`src/rtl/verify_cmov_ctrl.sv`:
```
// verify_cmov_ctrl
//   Sequencer for the constant-time ciphertext compare and key cmov at the end
//   of Saber decapsulation. It streams ciphertext A and re-encrypted ciphertext
//   B out of the shared 64-bit memory and ORs A^B over every word. It then
//   copies KEY_WORDS words to DST_BASE, from the key bank on a match or from
//   the z bank on a mismatch. The cycle count never depends on the data.
//
//   Optional feature: define VERIFY_FLAG_OUT_EN to expose verify_flag.
//
// Ports
//   clk, rst         rising-edge clock, asynchronous active-low reset
//   start            one-cycle request, sampled only in IDLE
//   busy             high from the cycle after acceptance through DONE
//   rd_base_sel      bank select during COPY (1 = key, 0 = z), 0 otherwise
//   read_address     memory read address; read_data returns one cycle later
//   read_data        registered memory read data
//   write_address    memory write address
//   write_data       memory write data
//   write_en         memory write strobe
//   done             one-cycle completion pulse
//   verify_flag      (VERIFY_FLAG_OUT_EN only) compare result of the last run
module verify_cmov_ctrl #(
    parameter int unsigned CT_WORDS  = 136,
    parameter logic [8:0]  CT_BASE_A = 9'd0,
    parameter logic [8:0]  CT_BASE_B = 9'd136,
    parameter int unsigned KEY_WORDS = 4,
    parameter logic [8:0]  KEY_BASE  = 9'd0,
    parameter logic [8:0]  DST_BASE  = 9'd272
) (
    input  logic        clk,
    input  logic        rst,
    input  logic        start,
    output logic        busy,
    output logic        rd_base_sel,
    output logic [8:0]  read_address,
    input  logic [63:0] read_data,
    output logic [8:0]  write_address,
    output logic [63:0] write_data,
    output logic        write_en,
    output logic        done
`ifdef VERIFY_FLAG_OUT_EN
    ,
    output logic        verify_flag
`endif
);

    localparam logic [7:0] CT_LAST = 8'(CT_WORDS - 1);
    localparam logic [3:0] KW      = 4'(KEY_WORDS);

    typedef enum logic [2:0] {
        S_IDLE,
        S_CMP,
        S_DRAIN,
        S_COPY,
        S_DONE
    } state_t;

    state_t      state, state_nxt;
    logic [7:0]  i;           // ciphertext word index
    logic        phase;       // 0: A address, 1: B address
    logic [3:0]  j;           // copy index, 0..KEY_WORDS
    logic [63:0] a_lat;       // A word waiting for its B partner
    logic [63:0] diff_acc;
    logic        verify_true;
    logic [63:0] diff_fin;

    // OR-in of the B word that is on read_data this cycle
    assign diff_fin = diff_acc | (a_lat ^ read_data);

    always_ff @(posedge clk or negedge rst) begin
        if (!rst) state <= S_IDLE;
        else      state <= state_nxt;
    end

    always_comb begin
        state_nxt     = state;
        read_address  = 9'd0;
        write_address = 9'd0;
        write_data    = 64'd0;
        write_en      = 1'b0;
        rd_base_sel   = 1'b0;
        case (state)
            S_IDLE: begin
                if (start) state_nxt = S_CMP;
            end
            S_CMP: begin
                read_address = phase ? (CT_BASE_B + 9'(i)) : (CT_BASE_A + 9'(i));
                if (phase && (i == CT_LAST)) state_nxt = S_DRAIN;
            end
            S_DRAIN: begin
                state_nxt = S_COPY;
            end
            S_COPY: begin
                rd_base_sel = verify_true;
                if (j < KW) read_address = KEY_BASE + 9'(j);
                // Word j-1 arrives now; forward it straight to the write port.
                if (j != 4'd0) begin
                    write_en      = 1'b1;
                    write_address = DST_BASE + 9'(j) - 9'd1;
                    write_data    = read_data;
                end
                if (j == KW) state_nxt = S_DONE;
            end
            S_DONE: begin
                state_nxt = S_IDLE;
            end
            default: state_nxt = S_IDLE;
        endcase
    end

    always_ff @(posedge clk or negedge rst) begin
        if (!rst) begin
            i           <= 8'd0;
            phase       <= 1'b0;
            j           <= 4'd0;
            a_lat       <= 64'd0;
            diff_acc    <= 64'd0;
            verify_true <= 1'b0;
            busy        <= 1'b0;
            done        <= 1'b0;
        end else begin
            busy <= (state_nxt != S_IDLE);
            done <= (state_nxt == S_DONE);
            case (state)
                S_IDLE: begin
                    if (start) begin
                        i           <= 8'd0;
                        phase       <= 1'b0;
                        j           <= 4'd0;
                        diff_acc    <= 64'd0;
                        verify_true <= 1'b0;
                    end
                end
                S_CMP: begin
                    phase <= ~phase;
                    if (phase) begin
                        // A[i] is on read_data while B[i] is being addressed
                        a_lat <= read_data;
                        i     <= i + 8'd1;
                    end else if (i != 8'd0) begin
                        // B[i-1] is on read_data
                        diff_acc <= diff_fin;
                    end
                end
                S_DRAIN: begin
                    diff_acc    <= diff_fin;
                    verify_true <= (diff_fin == 64'd0);
                end
                S_COPY: begin
                    j <= j + 4'd1;
                end
                default: ;
            endcase
        end
    end

`ifdef VERIFY_FLAG_OUT_EN
    assign verify_flag = verify_true;
`endif

endmodule

```
`config.mk`:
```
export PLATFORM = sky130hd
export DESIGN_NAME = verify_cmov_ctrl
export DESIGN_NICKNAME = d
export VERILOG_FILES = /design/src/rtl/verify_cmov_ctrl.sv
export SDC_FILE = /design/constraint.sdc
export NUM_CORES = 1
export LEC_CHECK = 0
export CAP_MARGIN = 20
export CORE_UTILIZATION = 47
export CTS_CLUSTER_SIZE = 24
export DETAILED_ROUTE_END_ITERATION = 10
export PLACE_DENSITY = 0.75
export SLEW_MARGIN = 20
export SYNTH_ARGS = -nofsm -noshare
export SYNTH_HDL_FRONTEND = slang
export SYNTH_SLANG_ARGS = --single-unit
```
`constraint.sdc`:
```
create_clock -name clk -period 1.9 [get_ports clk]
set_clock_uncertainty 0.2 [all_clocks]
set_input_delay 0.38 -clock clk [delete_from_list [all_inputs] [get_ports clk]]
set_output_delay 0.38 -clock clk [all_outputs]
set_load 0.05 [all_outputs]
```
# Word-level counts from Yosys, hierarchy flattened
# Index checks and enable logic that the tools add are counted.
dict set report totals {
  ff_bits 147
  latch_bits 0
  ramBits 0
  rom_bits 0
  in_bits 67
  output_inout_bits 86
  word_cells 70
  n_memories 0
}
dict set report classes {
  add_sub_neg 5
  mul 0
  div 0
  order_cmp 1
  n_eq_ne 10
  shifts 0
  mux 26
  n_bitwise 3
  n_reduce_logical 16
}
# cell n
set op_table {}
lappend op_table {{$mux W64} 5}
lappend op_table {{$pmux W64 S3} 1}
lappend op_table {{$logic_not A64 Y1} 1}
lappend op_table {{$or A64 B64 Y64} 1}
lappend op_table {{$xor A64 B64 Y64} 1}
lappend op_table {{$mux W9} 3}
lappend op_table {{$pmux W9 S2} 1}
lappend op_table {{$mux W8} 2}
lappend op_table {{$pmux W8 S2} 1}
lappend op_table {{$pmux W3 S4} 1}
lappend op_table {{$add A8 B8 Y9 const A} 1}
lappend op_table {{$add A9 B4 Y9 const A} 1}
lappend op_table {{$mux W3} 3}
lappend op_table {{$sub A9 B1 Y9 const B} 1}
lappend op_table {{$add A8 B1 Y8 const B} 1}
lappend op_table {{$eq A8 B8 Y1 const B} 1}
lappend op_table {{$mux W4} 2}
lappend op_table {{$ne A2 B2 Y1 const B} 4}
lappend op_table {{$pmux W4 S2} 1}
lappend op_table {{$reduce_and A2 Y1} 4}
lappend op_table {{$reduce_bool A8 Y1} 1}
lappend op_table {{$eq A3 B2 Y1 const B} 2}
lappend op_table {{$reduce_bool A2 Y1} 3}
lappend op_table {{$reduce_bool A3 Y1} 2}
lappend op_table {{13 further kinds} 17}

# Longest topological paths before layout
# Gate-level depths: netlist of run 1.
dict set report depth {
  depth_word 5
  mapped_depth 9
  ltp_nobuf 7
}

# Worst setup path before layout of run 1
# OpenSTA, ideal clock, no wires.
dict set report synth_timing {
  path_type {flip-flop to output port}
  from {register state[2]}
  to {output write_data[54]}
  arrival_time_ns 2.156
  required_time_ns 1.320
  setup_slack_ns -0.836
  stages_incl_launch_ff 8
  path_buffers 2
  cell_sequence {dfrtp_1 > buf_2 > nor2b_2 > and2_1 > nand2_1 > inv_1 > clkbuf_1 > and2_1}
}
dict set report synth_between {
  elab_chain_cells 2
}
# item line
set synth_rtl {}
lappend synth_rtl {{start: declaration} 58} ;# state_t state, state_nxt;
lappend synth_rtl {{start signal: assignment} 72} ;# else state <= state_nxt;
lappend synth_rtl {{$eq A3 B2 Y1} 82} ;# case (state)
lappend synth_rtl {{$mux W64} 82}
lappend synth_rtl {{end: declaration} 38} ;# output logic [63:0] write_data,
# No other way between the ends.

# Final worst setup path of run 1
dict set report layout_timing {
  from {register state[1]}
  to {output read_address[0]}
}
dict set report layout_between {
  elab_chain_cells 2
  elab_cells_between_ends 3
  cone_classes {eq/ne (2); mux (1)}
}
# item line
set layout_rtl {}
lappend layout_rtl {{$eq A3 B2 Y1 / $eq A3 B1 Y1 (equally long branches)} 82}
lappend layout_rtl {{$pmux W9 S2 *} 82}
lappend layout_rtl {{end: declaration} 35} ;# output logic [8:0] read_address,
# Every way passes the cells marked *; elsewhere a longest branch is shown, timed or not.

==> results of run 1 <==
==> logic make-up (layout without fill, tap and decap cells) <==
group           Yosys count  count (layout)
simple gates            384             385
flops                   147             147
compound gates           83              83
xor+xnor                 77              77
buf+inv                  56             381
fa+ha+maj                 6               6
other cells               1               3
mux                       1               1
==> metrics by stage <==
step | hold WS, ps | setup TNS [ps] | instances | power (mW)
after floorplan | -116 | -20480 | 757 | 10.4
after global placement | 146 | -56100 | 1187 | 13.2
after detailed placement | 148 | -60320 | 1187 | 13.6
after CTS | 151 | -64250 | 1262 | 20.1
after global routing | 187 | -95960 | 1271 | 22.6
final | 164 | -88690 | 1271 | 22.0
==> state kept, by name, indices dropped and copies added (netlist names) <==
signal and cells:
i 8, phase 1, a_lat 64, verify_true 1, done 1, busy 1
state 3, diff_acc 64, j 4
==> where the power goes <==
group | switching, mW | internal [mW]
clock | 1.48 | 2.37
combinational | 6.65 | 5.73
sequential | 1.28 | 4.52
total | 9.41 | 12.6
==> what timing repair did <==
action                                  CTS  global route
endpoints found under the setup margin  218           220
pin swaps                                82            25
hold endpoints to repair                 41             0
gates cloned                             19             1
hold buffers                              1             0
resized for setup                       146            66
setup buffers                            24            13
==> tightest hold or removal path, cell delays in order <==
cell and delay [ps]:
dlygate4sd2_1 260, nand2_1 60, nand2_1 70
==> layer usage <==
metal / up-vias / share of wire / global-route usage / wire (µm)
met5: - / 0 / 0 / 0
met4: 0 / 0.075 / 0.251 / 2510
met3: 220 / 0.099 / 0.102 / 3310
met2: 686 / 0.47 / 0.628 / 15600
met1: 3810 / 0.36 / 0.458 / 12000
li1: 3152 / - / - / -
==> cell type report <==
cell class                      instances  area, µm²  area share
Timing Repair Buffer                  342       4390       0.335
Multi-Input combinational cell        555       4120       0.314
Inverter                                7       41.3     0.00315
Clock buffer                           20        447      0.0340
Tap cell                              188        235      0.0179
Clock inverter                         12        204      0.0155
Sequential cell                       147       3680       0.281
==> cell usage after synthesis (all sizes together), types with 6 or more instances <==
cell type and number:
xnor2 19, a22o 50, dfrtp 147, clkbuf 17, nand3 6, and2 66
nand2 225, xor2 58, nor2 26, nand4 8, ha 6, nor4 26
inv 7, o31ai 16, buf 32, o21ai 10
==> path summary, 6_finish.rpt <==
check                                       end  slack, ps  cells past startpoint
worst min register to register        a_lat[28]        300                      2
worst max register to register        a_lat[59]       -560                     11
min in group asynchronous             a_lat[49]        260                      2
worst min-delay path                  a_lat[15]        160                      3
max in group asynchronous             a_lat[25]        610                      3
worst max-delay path            read_address[0]       -570                      5
==> run summary, run 1 <==
The post-synthesis sequential area ratio is 0.505. The overall die height is 127 µm. The initial antenna violation count is 0. The placed wire-length estimate is 14.3 mm. The placed cell area is 11000 µm².

The startpoint of the lowest-slack hold path is read_data[15]. Setup repair after global routing could not meet its margin everywhere. The total CTS buffers came out at 17. The post-placement worst setup slack came out at -603 ps. Based on the critical path, the design can be clocked at up to 406 MHz. The count of standard-cell rows came out at 45. The pin slew with the least headroom to its limit is 570 ps. The routed design could run at a clock period as short as 2470 ps.

After synthesis, the share of cell area in mux cells is 0.00137. The H-tree level count is 4. The first-pass GRT wire length came out at 46.3 mm. The post-route antenna net violation count is 0.

The effective utilization at floorplan came out at 0.481. The count of flip-flops with a built-in enable after synthesis came out at 0. During placement, the flow inserted port buffers numbering 149. TritonCTS built the clock tree. Grouping stages by cell kind, the critical path spends the most delay in buffers and inverters. Measured along the x axis, the die boundary spans 127 µm. Relative to the synthesized area, the layout overhead comes to 80.1%. The aggregate global routing overflow is 0. The startpoint identified for the worst register-to-register timing path is state[1]. The remaining max-slew budget at the tightest pin came out at 0.619. The area fraction in compound gates after synthesis came out at 0.0951. The number of instances in the synthesized netlist came out at 755. The simple-gate share of the synthesized area is 0.252. The power per standard cell area is 1680 nW/µm². After synthesis, the largest family of logic cells by area is simple AND/OR/NAND/NOR gates. The library cells used most frequently in the layout, excluding fill and tap cells, are 151 x nand2_1, 144 x dfrtp_1, 140 x buf_4. CTS placed an instance of clkbuf_16 at the clock tree root.

The clock sink count came out at 147. Yosys attributes the largest share of cell area to dfrtp_1 50%, nand2_1 12%, xor2_1 7.0%. The share of Yosys cell area claimed by the top area cell type is 0.505. The number of search-and-repair iterations in the first detailed-routing pass is 5. The kind of capture point of the worst setup path is a primary output. The total core area came out at 15100 µm². The parity-gate share of the synthesized area counting xor and xnor cells came out at 0.0925. Walking the worst path, the cells encountered are buf_4 -> or3b_4 -> buf_6 -> o21ai_4 -> buf_12.

The worst setup path is of the flop to primary output kind. The flow ran to the end, but the final reports show violations. The number of design-rule violations left by the first detailed-router iteration came out at 851. The largest total area in the synthesized netlist belongs to dfrtp_1.

Of the cells placed in the final design, the portion with a size suffix greater than 1 is 0.478. The fill cell instance count of the final layout came out at 598. The distinct cell type count of the synthesized netlist came out at 42. With fillers left out, the area of the finished cells amounts to 13100 µm².

The worst setup path is launched from a flop. The async set or reset register ratio after synthesis is 1.00. The number of setup violations in the final report is 219. The slowest stage cell on the critical path is or3b_4. The count of inserted antenna diode cells came out at 0. In this run the static leakage power is 5.96 nW. The adder and majority cell fraction of the synthesized area is 0.0103. For this run, the number of Yosys warnings is 0. At the end of the flow the core is filled with cells to 0.866. The global-route usage over all layers came out at 0.388. The total via count in the routed design is 7868. The classification of the worst-slack hold path is primary input to flop.

The DRC violation count after routing is 0. Routability-driven placement finished with a final weighted congestion of 0.863. The mean post-synth cell area came out at 9.65 µm².

The die covers 16000 µm². After the last flow step, the layout net total stands at 1143. The per-cell via count in the routed design is 6.19.

In this run the count of I/O pins placed on the die edge is 153. The maximum fanout along the worst path is 3. The via count of the first global-routing pass came out at 8107. The post-detailed-route wirelength per cell is 26.3 µm. The number of max-cap violations is 0. The share of the cycle needed by the critical path after routing is 1.30.

The clock reaches the later pin of the worst-skew pair after 450 ps. The number of buffers on the longest clock path came out at 2. Entering global routing, the biggest net connects 53 pins.

Counting both buffers and inverters, the worst setup path holds a total of 3. At the worst endpoint, the arrival time is 1890 ps. The critical path starts at state[1]. The number of max-slew violations in the final report is 0. The worst endpoint required time came out at 1320 ps. The worst-case vdd ir drop came out at 0.996 mV. The prevailing post-synth register cell is dfrtp_1.

The delay of the slowest cell on the worst path came out at 420 ps. The total wire length came out at 33.4 mm. Synthesis inferred 147 register bits.

The final-report hold violation count is 0. Once routing completed, OpenROAD measured the worst setup slack at -566 ps. The checks that failed: negative setup slack. The combined area of all synthesized cells came out at 7290 µm². Leaving out fill and tap cells, the most frequent cell in the layout is nand2_1.

The clock transition time at the flip-flop clock pins of the worst setup and hold paths came out at 60 ps.
(Power assumes the default switching activity.)
==> inputs of run 2 (changes only) <==
- CORE_UTILIZATION: 47 -> 52
- CTS_BUF_LIST: default -> sky130_fd_sc_hd__clkbuf_16
- PLACE_DENSITY: 0.75 -> 0.79
- clock period: 1.9 -> 2.4 ns (I/O delays scaled with it)
==> run 2 against run 1 <==
Effect of this change: the flow still finishes with violations (negative setup slack); cell count shrank 11%; die area shrank 9.5%; total power shrank 39%; critical path depth grew 3; setup slack gained 350 ps; non-clock buffer count shrank 132; design area shrank 14%; register-to-register slack gained 620 ps.
==> run summary, run 2 (synthesis gave the netlist of run 1 again) <==
The aggregate global routing overflow came out at 0 (unchanged). The number of setup violations in the final report is 80 (-63%). The sequential cell area came to 3680 µm² (about the same). The part of the total power dissipated in sequential elements is 0.332 (+0.068). The final-report hold violation count is 0 (unchanged). The initial antenna violation count is 0 (unchanged).

The critical path is of the flop to primary output type. The number of placed instances, taps included was 1066 (-10%). The per-cell via count in the routed design was 5.91 (-4.6%). The number of max-cap violations came out at 0 (unchanged).

The combined buffer and inverter count along the critical path is 4 (+1). The startpoint identified for the worst hold timing path is diff_acc[50]. The clock transition time at the flip-flop clock pins of the worst setup and hold paths is 70 ps (about the same). The clock network fraction of design power came to 0.204 (+0.029).

The count of inserted antenna diode cells is 0 (unchanged). The utilization after layout is 0.835 (-0.0317). The flow ran to the end, but the final reports show violations. In the finished design, the share of the clock period the worst path needs comes to 1.09. The count of placed standard cells in the final layout, fillers left out was 1125 (-11%). The maximum number of pins on one net before global-route repair is 67 (+26%).

The total core area is 13500 µm² (-11%). The TritonCTS clock tree is done. The count of standard-cell rows is 42 (-6.7%). The internal power summed over all cells came to 7.84 mW (-38%). The path with the worst hold slack has its endpoint at diff_acc[50]. The number of search-and-repair iterations in the first detailed-routing pass is 5 (unchanged). The clock sink count came out at 147 (unchanged).

The total wire length came to 23.4 mm (-30%). On the critical path, the stage with the largest delay is an instance of dfrtp_2. The remaining max-slew budget at the tightest pin came out at 0.586 (-0.0334). The insertion delay of the later-clocked pin in the worst-skew pair is 430 ps (-20 ps). The family of cells with the greatest summed delay on the critical path is simple AND/OR/NAND/NOR gates.

The width of the die came to 120 µm (-4.8%). The placed wire-length estimate came out at 13.6 mm (-5.1%). The post-route worst hold slack is 283 ps (+119 ps). The power per standard cell area is 1190 nW/µm² (-29%). The switching fraction of total power is 0.412 (-0.0152).

The number of nets in the layout was 1010 (-12%). The maximum fanout along the worst path is 9 (+6). The final standard cell area without fillers was 11200 µm² (-14%).

The worst path arrival time came to 1930 ps (+40 ps). The overall die height was 120 µm (-4.8%). The cell depth of the worst min-delay path came out at 2 (-1). The worst setup slack after layout was -211 ps (+354 ps). In the final layout, the registers with the most flip-flops are a_lat x64, diff_acc x64, i x8. The fraction of layout cells with a size suffix above 1 came to 0.290 (-0.189). The number of max-slew violations in the final report came to 0 (unchanged). The total die area came to 14500 µm² (-9.5%). The classification of the worst-slack hold path is flop to flop.

The fill cell instance count of the final layout is 708 (+18%). The flop-to-flop setup slack came out at 60 ps (+620 ps). The final weighted congestion of routability-driven global placement came to 0.882 (+2.2%). The post-route minimum period came out at 2610 ps. The kind of start point of the critical path is a flop. The I/O pin count came out at 153 (unchanged). The global-route usage over all layers was 0.324 (-0.0633). The number of input and output port buffers inserted was 149 (unchanged). The signed area change from the synthesized netlist to the final layout is 54.1%. The library cell used most frequently in the layout, excluding fill and tap cells, is nand2_1.

The area of the multi-input gates came to 3660 µm² (-11%). The H-tree level count came to 4 (unchanged). The peak clock frequency supported by timing came out at 383 MHz. The delay of the slowest cell on the worst path came out at 470 ps (+50 ps). The number of buffers on the longest clock path came out at 2 (unchanged). The effective utilization at floorplan is 0.542 (+0.0605). The total via count in the routed design is 6644 (-16%).

The endpoint identified for the worst register-to-register timing path is diff_acc[19]. The first-pass GRT wire length came out at 35.9 mm (-22%). The DRC violation count after routing came out at 0 (unchanged). The total CTS buffers came out at 17 (unchanged). The number of design-rule violations left by the first detailed-router iteration is 630 (-26%). In the layout the commonest cells are 223 x nand2_1, 142 x dfrtp_1, 92 x buf_12. The worst-case vdd ir drop is 1.08 mV (+8.6%).

The post-route antenna net violation count was 0 (unchanged). The logic gate share of total power came out at 0.464 (-0.098). The pin slew with the least headroom to its limit is 616 ps (+45.9 ps).

The post-detailed-route wirelength per cell came out at 20.8 µm (-21%). The cell with the most instances on the worst path is buf_12. The switching power summed over all nets is 5.49 mW (-42%).

In this run the clock root is driven by a clkbuf_16. The kind of capture point of the worst setup path is a primary output. The startpoint identified for the worst register-to-register timing path is state[2]. The checks that failed: negative setup slack. The path depth of the worst reg2reg path came to 6 (-5). The cell leakage power is 5.04 nW (-15%). Setup repair after global routing could not meet its margin everywhere. The placed cell area came out at 9980 µm² (-8.9%). The worst endpoint required time came out at 1720 ps (+400 ps). The via count of the first global-routing pass was 6867 (-15%). The critical path goes through nor2_4 -> nand2_2 -> nand2_4 -> inv_8 -> buf_12 -> buf_16 -> and2_4 -> buf_12.
-- run 2: cell types whose count changed in the layout (fill, tap and decap cells not counted), moves of 11 or more --
cell     delta
buf_4     -101
buf_16     -11
buf_6      -13
nor4_1     +11
nand2_2    -66
nand2_1    +72
-- run 2: worst max path at each step --
stage                                  to  slack (ps)  cells after the start          start
after floorplan           read_address[0]         -50                      4       state[1]
after global placement        verify_true        -120                      5  read_data[15]
after detailed placement     diff_acc[38]        -120                      4          start
after CTS                  write_data[58]        -140                      8       state[2]
after global routing        write_data[1]        -260                      8           j[3]
final                      write_data[58]        -210                      8           j[3]
-- run 2: repair_timing --
action                                  4_1_cts  5_1_grt
gates resized for setup                      93       12
hold endpoints to repair                     45        0
buffers inserted                             19        5
gates cloned                                  5        1
endpoints found under the setup margin       80       87
hold buffers                                  1        0
pin swaps                                    13        5
-- run 2: power groups by stage --
stage | combinational (mW) | clock (mW) | sequential, mW
floorplan | 3.81 | 0 | 4.15
global placement | 5.15 | 0 | 4.28
detailed placement | 5.43 | 0 | 4.36
CTS | 5.92 | 2.70 | 4.36
global route | 6.63 | 2.84 | 4.51
finish | 6.19 | 2.72 | 4.43
-- run 2: through the flow --
stage	setup TNS [ps]	setup WS (ps)	power [mW]
2_1_floorplan	-1610	-51.2	7.96
3_3_place_gp	-3660	-115	9.43
4_1_cts	-6760	-137	13.0
6_report	-14560	-211	13.3
3_5_place_dp	-5900	-122	9.79
5_1_grt	-18280	-264	14.0
-- run 2: area by class of cell --
cell class | count | share of cell area
clock buffers | 17 | 0.0379
repair buffers | 210 | 0.271
clock inverters | 14 | 0.0150
inverters | 7 | 0.00301
flip-flops and latches | 147 | 0.328
well taps | 176 | 0.0196
multi-input cells | 554 | 0.326
-- run 2: worst reg2reg max path, cell delays in order (launching register included) --
cell and delay (ps):
dfrtp_2 440, buf_4 160, buf_4 150, buf_4 150, or4b_4 590, buf_12 240
a22o_1 290
-- run 2: layer usage --
metal / wire length (µm) / vias to the layer above / track usage / part of all wire
met5: 0 / - / 0 / 0
li1: - / 2877 / - / -
met4: 681 / 0 / 0.127 / 0.029
met2: 12000 / 355 / 0.555 / 0.51
met1: 9140 / 3341 / 0.405 / 0.39
met3: 1560 / 71 / 0.0627 / 0.067
==> inputs of run 3 (changes only) <==
- CORE_MARGIN: default -> 1.5
- SLEW_MARGIN: 20 -> default
- TNS_END_PERCENT: default -> 20
==> run 3 against run 2 <==
Effect of this change: the run still ends with negative setup slack left; highest routed layer unchanged; largest cell class unchanged; combinational power down 5.3%; first-iteration DRC count fell by 18%; largest power group unchanged; clock-buffer cell count unchanged; cell count down 1.3%; core utilization fell by 4.1 points; critical endpoint is now write_data[28]; clock power increased by 4%; worst hold slack better by 3.0 ps.
==> run summary, run 3 (synthesis gave the netlist of run 1 again) <==
The run finished, with violations left. The final reports fail on negative setup slack. The clock sink count came out at 147 (unchanged). The aggregate global routing overflow is 0 (unchanged). The power per standard cell area came out at 1200 nW/µm² (+0.76%).

The utilization after layout is 0.794 (-0.0411). The sum of negative setup slack was -8110 ps (+6450 ps). The remaining max-slew budget at the tightest pin came out at 0.669 (+0.0831).

The final-report hold violation count is 0 (unchanged). The switching fraction of total power is 0.400 (-0.0121). The peak clock frequency supported by timing is 395 MHz (+3.2%).

The logic gate share of total power is 0.448 (-0.016). The maximum number of pins on one net before global-route repair came out at 69 (+3.0%). The internal power summed over all cells is 7.85 mW (about the same). The number of setup violations in the final report came to 76 (-5.0%). The pin slew with the least headroom to its limit is 492 ps (-123 ps). The number of max-cap violations came to 0 (unchanged). The post-detailed-route wirelength per cell is 18.6 µm (-11%).

The number of placed instances, taps included came out at 1070 (+0.38%). The total wire length is 20.6 mm (-12%). The post-route minimum period came out at 2530 ps (-81.5 ps). The total die area came out at 14700 µm² (+1.7%). The global-route usage over all layers is 0.292 (-0.0321). The met1 global-route usage is 0.358 (-0.0471). The largest registers in the layout are a_lat x64, diff_acc x64, i x8. The placed wire-length estimate is 13.4 mm (-1.1%). The via count of the first global-routing pass was 6612 (-3.7%). The per-cell via count in the routed design was 5.75 (-2.7%).

The I/O pin count is 153 (unchanged). The overall die height was 121 µm (+0.83%). The share of the cycle needed by the critical path after routing is 1.05 (-0.0340). The fill cell instance count of the final layout is 758 (+7.1%). The worst setup path is of the flop to primary output kind. TritonCTS built the clock tree. The first-pass GRT wire length came out at 33.3 mm (-7.4%). The placed cell area came out at 9960 µm² (-0.20%). STA classifies the critical path endpoint as a primary output. The number of max-slew violations in the final report came out at 0 (unchanged). The worst endpoint required time came out at 1720 ps (about the same).

The number of input and output port buffers inserted came to 149 (unchanged). The part of the total power dissipated in sequential elements is 0.336 (+0.004). The effective utilization at floorplan came out at 0.529 (-0.0126).

The worst path arrival time is 1850 ps (-80 ps). The met2 capacity usage during global routing was 0.496 (-0.0588). The insertion delay of the later-clocked pin in the worst-skew pair came out at 420 ps (about the same).

The width of the die is 121 µm (+0.83%). The count of inserted antenna diode cells came out at 0 (unchanged). The worst-case vdd ir drop came out at 0.802 mV (-26%). The total CTS buffers is 17 (unchanged).

The total core area came out at 13800 µm² (+2.4%). Leaving out fill and tap cells, the most frequent cell in the layout is nand2_1. The number of design-rule violations left by the first detailed-router iteration came out at 517 (-18%).

The global routing met3 resource utilization is 0.0564 (-0.00634). The maximum fanout along the worst path was 16 (+7). The top cell types in the final layout, fill and taps aside, are 220 x nand2_1, 142 x dfrtp_1, 88 x buf_12. The clock transition time at the flip-flop clock pins of the worst setup and hold paths came out at 60 ps (about the same).

The number of nets in the layout is 991 (-1.9%). The switching power summed over all nets came out at 5.23 mW (-4.8%). The cell leakage power is 4.90 nW (-2.8%). The signed area change from the synthesized netlist to the final layout is 50.0%.

The worst setup slack after layout came out at -130 ps (+81.5 ps). The kind of start point of the critical path is a flop. The final weighted congestion of routability-driven global placement came out at 0.832 (-5.6%).

The count of standard-cell rows came out at 43 (+2.4%). The H-tree level count came out at 4 (unchanged). The most utilized layer in the global route result is met2.

The root buffer cell is clkbuf_16. The classification of the worst-slack hold path is flop to flop. Setup repair after global routing could not meet its margin everywhere. The number of buffers on the longest clock path is 2 (unchanged). The count of placed standard cells in the final layout, fillers left out came out at 1110 (-1.3%). The final standard cell area without fillers came out at 10900 µm² (-2.7%). The DRC violation count after routing is 0 (unchanged).

The total via count in the routed design came out at 6378 (-4.0%). The fraction of layout cells with a size suffix above 1 is 0.274 (-0.0156). The post-route antenna net violation count came out at 0 (unchanged).

The number of search-and-repair iterations in the first detailed-routing pass came out at 5 (unchanged). The initial antenna violation count came out at 0 (unchanged). The clock network fraction of design power came out at 0.216 (+0.012). The post-placement worst setup slack came out at -159 ps (-37.1 ps).
run 3: cell count changes in the layout (fill, tap and decap cells not counted), sizes merged:
cell    delta
buf       -18
bufinv     +1
clkbuf     -1
clkinv     -2
inv        +1
run 3: critical path, cell delays in order (launching register included):
cell and delay (ps):
dfrtp_1 400, nor2b_4 180, and2_4 180, nand2_4 80, inv_8 110, buf_12 160, and2_4 170, buf_12 130
run 3: area by class of cell:
cell class,instances,area [µm²],area share
multi-input cells,554,3600,0.330
flip-flops and latches,147,3680,0.337
repair buffers,191,2760,0.253
well taps,180,225,0.0206
inverters,7,33.8,0.00309
clock buffers,17,425,0.0389
clock inverters,14,194,0.0177
run 3: layer usage:
| layer | routed length [µm] | vias to the layer above |
|---|---|---|
| met1 | 7910 | 3185 |
| met5 | 0 | - |
| met4 | 681 | 0 |
| li1 | - | 2839 |
| met2 | 10700 | 289 |
| met3 | 1320 | 65 |
run 3: power groups by stage:
stage / clock (mW) / sequential [mW] / combinational [mW]
floorplan: 0 / 4.15 / 3.81
global placement: 0 / 4.28 / 5.11
detailed placement: 0 / 4.36 / 5.40
CTS: 2.83 / 4.36 / 5.75
global route: 2.95 / 4.49 / 6.34
finish: 2.82 / 4.40 / 5.86
run 3: through the flow:
| step | hold slack, ps | total power [mW] |
|---|---|---|
| 5_1_grt | 319 | 13.8 |
| 3_3_place_gp | 216 | 9.38 |
| 6_report | 286 | 13.1 |
| 2_1_floorplan | -15.6 | 7.96 |
| 4_1_cts | 284 | 12.9 |
| 3_5_place_dp | 222 | 9.76 |
run 3: final timing paths:
path / startpoint / end / slack (ps) / cells after the start
max in group asynchronous: rst / state[0] / 1000 / 3
min in group asynchronous: rst / a_lat[60] / 350 / 2
max: state[1] / write_data[28] / -130 / 7
min: diff_acc[50] / diff_acc[50] / 290 / 2
min reg2reg: diff_acc[50] / diff_acc[50] / 290 / 2
max reg2reg: state[2] / diff_acc[27] / 10 / 5
run 3: what timing repair did:
| action | in CTS | in global routing |
|---|---|---|
| hold buffers | 1 | 0 |
| endpoints found under the hold margin | 40 | 0 |
| endpoints found under the setup margin | 80 | 103 |
| gates cloned | 2 | 0 |
| buffers inserted | 5 | 1 |
| pin swaps | 13 | 3 |
| gates resized for setup | 82 | 20 |
